===== src/rtl/led_fade_sequencer.sv =====
// ============================================================================
// Module      : led_fade_sequencer
// Description : Triangular 0->255->0 duty fade with dwell at the extremes,
//               offered to the PWM stage over a valid/ready handshake.
// Revision    : 1.0 - initial release
// ============================================================================
`default_nettype none

module led_fade_sequencer #(
    parameter int PRESCALE   = 256,
    parameter int STEP       = 1,
    parameter int HOLD_STEPS = 0
) (
    input  logic       clk,
    input  logic       rst,
    input  logic       enable,
    output logic [7:0] duty,
    output logic       duty_valid,
    input  logic       duty_ready,
    output logic [2:0] phase,
    output logic       overrun
);

    typedef enum logic [2:0] {
        IDLE    = 3'd0,
        RISE    = 3'd1,
        HOLD_HI = 3'd2,
        FALL    = 3'd3,
        HOLD_LO = 3'd4
    } state_t;

    localparam int              PW         = $clog2(PRESCALE);
    localparam logic [PW-1:0]   PRESC_LAST = PW'(PRESCALE - 1);
    localparam logic [8:0]      STEP9      = 9'(STEP);
    localparam logic [7:0]      HOLD8      = 8'(HOLD_STEPS);

    state_t          state_q, state_d;
    logic [PW-1:0]   presc_q, presc_d;
    logic [7:0]      hold_q, hold_d;
    logic [7:0]      duty_q, duty_d;
    logic            duty_valid_q, duty_valid_d;
    logic            overrun_q, overrun_d;

    logic            tick;
    logic            blocked;
    logic [8:0]      rise_sum;
    logic [7:0]      rise_val;
    logic [7:0]      fall_val;

    assign tick     = enable && (state_q != IDLE) && (presc_q == PRESC_LAST);
    assign blocked  = duty_valid_q && !duty_ready;
    assign rise_sum = {1'b0, duty_q} + STEP9;
    assign rise_val = rise_sum[8] ? 8'hFF : rise_sum[7:0];
    assign fall_val = ({1'b0, duty_q} <= STEP9) ? 8'h00 : (duty_q - STEP9[7:0]);

    always_comb begin
        state_d      = state_q;
        presc_d      = presc_q;
        hold_d       = hold_q;
        duty_d       = duty_q;
        duty_valid_d = duty_valid_q;
        overrun_d    = overrun_q;

        // Acceptance completes even while disabled; a coincident ramp tick
        // below re-raises valid with the new value.
        if (duty_valid_q && duty_ready) begin
            duty_valid_d = 1'b0;
        end

        if (state_q == IDLE) begin
            if (enable) begin
                state_d = RISE;
                presc_d = '0;
            end
        end else if (enable) begin
            presc_d = tick ? '0 : presc_q + PW'(1);
        end

        if (tick) begin
            case (state_q)
                RISE: begin
                    if (blocked) begin
                        overrun_d = 1'b1;
                    end else begin
                        duty_d       = rise_val;
                        duty_valid_d = 1'b1;
                        if (rise_val == 8'hFF) begin
                            state_d = HOLD_HI;
                            hold_d  = HOLD8;
                        end
                    end
                end
                FALL: begin
                    if (blocked) begin
                        overrun_d = 1'b1;
                    end else begin
                        duty_d       = fall_val;
                        duty_valid_d = 1'b1;
                        if (fall_val == 8'h00) begin
                            state_d = HOLD_LO;
                            hold_d  = HOLD8;
                        end
                    end
                end
                HOLD_HI: begin
                    if (hold_q == 8'd0) state_d = FALL;
                    else                hold_d  = hold_q - 8'd1;
                end
                HOLD_LO: begin
                    if (hold_q == 8'd0) state_d = RISE;
                    else                hold_d  = hold_q - 8'd1;
                end
                default: ;
            endcase
        end
    end

    always_ff @(posedge clk) begin
        if (rst) begin
            state_q      <= IDLE;
            presc_q      <= '0;
            hold_q       <= 8'd0;
            duty_q       <= 8'd0;
            duty_valid_q <= 1'b0;
            overrun_q    <= 1'b0;
        end else begin
            state_q      <= state_d;
            presc_q      <= presc_d;
            hold_q       <= hold_d;
            duty_q       <= duty_d;
            duty_valid_q <= duty_valid_d;
            overrun_q    <= overrun_d;
        end
    end

    assign duty       = duty_q;
    assign duty_valid = duty_valid_q;
    assign phase      = state_q;
    assign overrun    = overrun_q;

endmodule

`default_nettype wire


===== config.mk =====
export PLATFORM = sky130hd
export DESIGN_NAME = led_fade_sequencer
export DESIGN_NICKNAME = d
export VERILOG_FILES = /design/src/rtl/led_fade_sequencer.sv
export SDC_FILE = /design/constraint.sdc
export NUM_CORES = 1
export LEC_CHECK = 0
export BUFFER_PORTS_ARGS = -buffer_cell sky130_fd_sc_hd__buf_2
export CAP_MARGIN = 20
export CORE_MARGIN = 8
export CORE_UTILIZATION = 45
export CTS_BUF_LIST = sky130_fd_sc_hd__clkbuf_16
export CTS_CLUSTER_SIZE = 30
export DETAILED_ROUTE_END_ITERATION = 12
export MAX_ROUTING_LAYER = met4
export REMOVE_ABC_BUFFERS = 1
export SYNTH_ARGS = -nofsm -noshare
export SYNTH_HDL_FRONTEND = slang
export SYNTH_SLANG_ARGS = --single-unit

===== constraint.sdc =====
create_clock -name clk -period 3.5 [get_ports clk]
set_input_delay 0.7 -clock clk [delete_from_list [all_inputs] [get_ports clk]]
set_output_delay 0.7 -clock clk [all_outputs]
set_load 0.005 [all_outputs]

==> summary.txt <==
Power and ir drop
  • Leakage: 0.000800 uW
  • Tot Pwr: 747 uW
  • Peak supply drop: 242 uV
  • Pwr/cell area: 342 nW/um^2

Drt
  • TritonRoute pass-1 iters: 4
  • Vias per inst: 5.89
  • Routed length per placed instance: 14.7 microns
  • Post-Route WL: 4780 microns
  • Via count: 1914
  • Final ANT Viol Nets: 0
  • # DRC: 0
  • Drt initial violations: 94

Placed design
  • Number of port buffers: 16
  • DP HPWL: 3410 microns
  • Setup slack at placement: 0.594 ns
  • GP Congestion: 0.870

Logic synthesis
  • Cell taking the most area after synthesis: dfxtp_1
  • Cell with the most instances after synthesis: nor2_1
  • Commonest cells in the netlist: 34 x nor2_1, 29 x dfxtp_1, 20 x a21oi_1
  • Register area share after synthesis: 0.294
  • Synth top area cells: dfxtp_1 29%, nor2_1 6.5%, a21oi_1 5.1%
  • Mapped cell area: 1970 sq um
  • EDFF count, synth: 0
  • Synth Instances: 266
  • Async SR Flop Fraction: 0
  • Top FF cell, synth: dfxtp_1
  • Yosys warning count: 0
  • Synthesized flop and latch total: 29
  • Post-synth cell types: 55
  • Area share of the largest cell type after synthesis: 0.294
  • Syn Area/Cell: 7.41 sq um

Die
  • Die extent in y: 82.2 microns
  • FP Rows: 24
  • # IOs: 17
  • Initial Utilization: 0.459
  • Die area: 6760 sq um
  • Core area: 4290 sq um
  • Die width: 82.2 microns

GRT
  • Grt ovf: 0
  • Initial antenna violation count: 0
  • Gr usage total: 0.162
  • Largest net degree at the start of global routing: 32
  • First-pass GRT wire length: 8380 microns
  • Vias in the first global route: 1818

STA
  • Worst Max-Slew Pin Slew: 0.604 ns
  • Slew headroom: 0.593
  • Tmin final: 2.87 ns
  • Final clock skew: 0.00479 ns
  • Final Cycle Share: 0.820
  • Fin worst setup slack: 0.632 ns
  • Final max-slew violation count: 0
  • RSZ-0062 raised after global routing: no
  • Final hold vios: 0
  • # setup viols final: 0
  • Max Clk Rate: 349 MHz
  • Final TNS setup: 0 ns

Clock tree
  • Clock Sinks: 29
  • H-tree depth: 2
  • CTS tree: done
  • CTS resizes: 0
  • Post-CTS setup buffers: 0
  • Clock buffer depth: 2
  • CTS Buf Count: 5
  • Worst skew pair latency: 0.27 ns
  • Reg clk slew, reported paths: 0.05 ns
  • Root buffer cell: clkbuf_16
  • Hold_buf cts: 0

Setup path
  • Worst setup EP type: register
  • Slowest cell on crit path: a2111oi_0
  • CP peak stage delay: 0.58 ns
  • CP Launch Point: phase[2]
  • Worst endpoint required time: 3.66 ns
  • Critical path fanouts, max: 15
  • Nature of the critical path startpoint: register
  • Worst EP arrival: 3.03 ns
  • Setup CP Type: reg2reg
  • Worst Path Buf+Inv: 0
  • Reg2reg start: phase[2]
  • CP cell instances: or3b_2, a2111oi_0, o211ai_1, a221oi_4, mux2_4
  • Family with the most delay on the worst path: compound AO/OA/AOI/OAI gates

Min path
  • Hold_sp: overrun
  • Min-delay worst type: reg2reg

Cells and area
  • Nets: 281
  • Area delta synth->final: 10.7%
  • Fill count: 444
  • Fraction of layout cells with a size suffix above 1: 0.117
  • Ant. Diodes: 0

Run status
  • Run status: complete, no violations

Flow run
  • Max-Cap Viols: 0
kinds of logic (layout without fill, tap and decap cells):
group,Yosys count,in the layout,synth area share
multiplexers,4,4,0.0241
XOR/XNOR,4,4,0.0178
AND/OR/NAND/NOR,126,126,0.334
flip-flops,29,29,0.294
adder cells (fa/ha/maj),5,5,0.0317
AO/OA/AOI/OAI,72,72,0.243
buffers and inverters,26,33,0.0552
per-layer routing:
layer | vias up | track usage | wire (microns)
met5 | - | - | 0
met4 | 0 | 0.0702 | 77
met3 | 7 | 0.0487 | 263
met2 | 38 | 0.255 | 2310
met1 | 887 | 0.187 | 2130
li1 | 982 | - | -
report_power, final:
part           internal (uW)  switching, uW
clock                    254            135
combinational           7.65           14.6
sequential               333           3.49
area by class of cell:
| type | instances | area (sq um) | area share |
|---|---|---|---|
| flip-flops and latches | 29 | 581 | 0.266 |
| repair buffers | 17 | 87.6 | 0.0401 |
| clock inverters | 3 | 11.3 | 0.00516 |
| inverters | 8 | 30.0 | 0.0138 |
| well taps | 52 | 65.1 | 0.0298 |
| clock buffers | 5 | 125 | 0.0573 |
| multi-input cells | 211 | 1280 | 0.588 |
layout by cell type (no fill, tap or decap), types with 3 or more instances in the layout:
cell / netlist / layout
nor2_1: 34 / 34
nor3b_1: 5 / 5
buf_2: 3 / 16
o21ai_0: 14 / 14
nor3_1: 17 / 17
ha_1: 5 / 5
nand2b_1: 9 / 9
clkbuf_16: 0 / 5
nand2_1: 18 / 18
or3_1: 6 / 6
o31ai_1: 4 / 4
and3_1: 7 / 7
o21ai_1: 3 / 3
nor2b_1: 3 / 3
a221oi_1: 3 / 3
a31oi_1: 6 / 6
dfxtp_1: 29 / 29
a21oi_1: 20 / 20
inv_1: 8 / 11
nand4_1: 4 / 4
nand3_1: 8 / 8
a311oi_1: 3 / 3
worst paths after layout:
path | endpoint | slack, ns | depth (start not counted)
worst max-delay path | hold_q[1] | 0.63 | 5
worst min register to register | overrun | 0.49 | 2
worst max register to register | hold_q[1] | 0.63 | 5
worst min-delay path | overrun | 0.49 | 2
worst reg2reg max path, delay by kind of cell, from the launching register on:
family / cells / cell delay, ns
AO/OA/AOI/OAI: 3 / 1.34
flip-flops: 1 / 0.57
multiplexers: 1 / 0.34
AND/OR/NAND/NOR: 1 / 0.51
per-stage QoR:
step                      hold WS (ns)  cell area, sq um  cells  utilization
after floorplan                  0.460              1890    248            -
after global routing             0.521              2180    325        0.508
after CTS                        0.496              2180    325        0.508
after detailed placement         0.487              2050    317        0.476
after global placement           0.481              2050    317        0.476
final                            0.490              2180    325        0.508
registers in the layout (all words and copies together), names as in the netlist:
register	count
duty	8
duty_valid	1
hold_q	8
overrun	1
phase	3
presc_q	8
(Power assumes the default switching activity.)
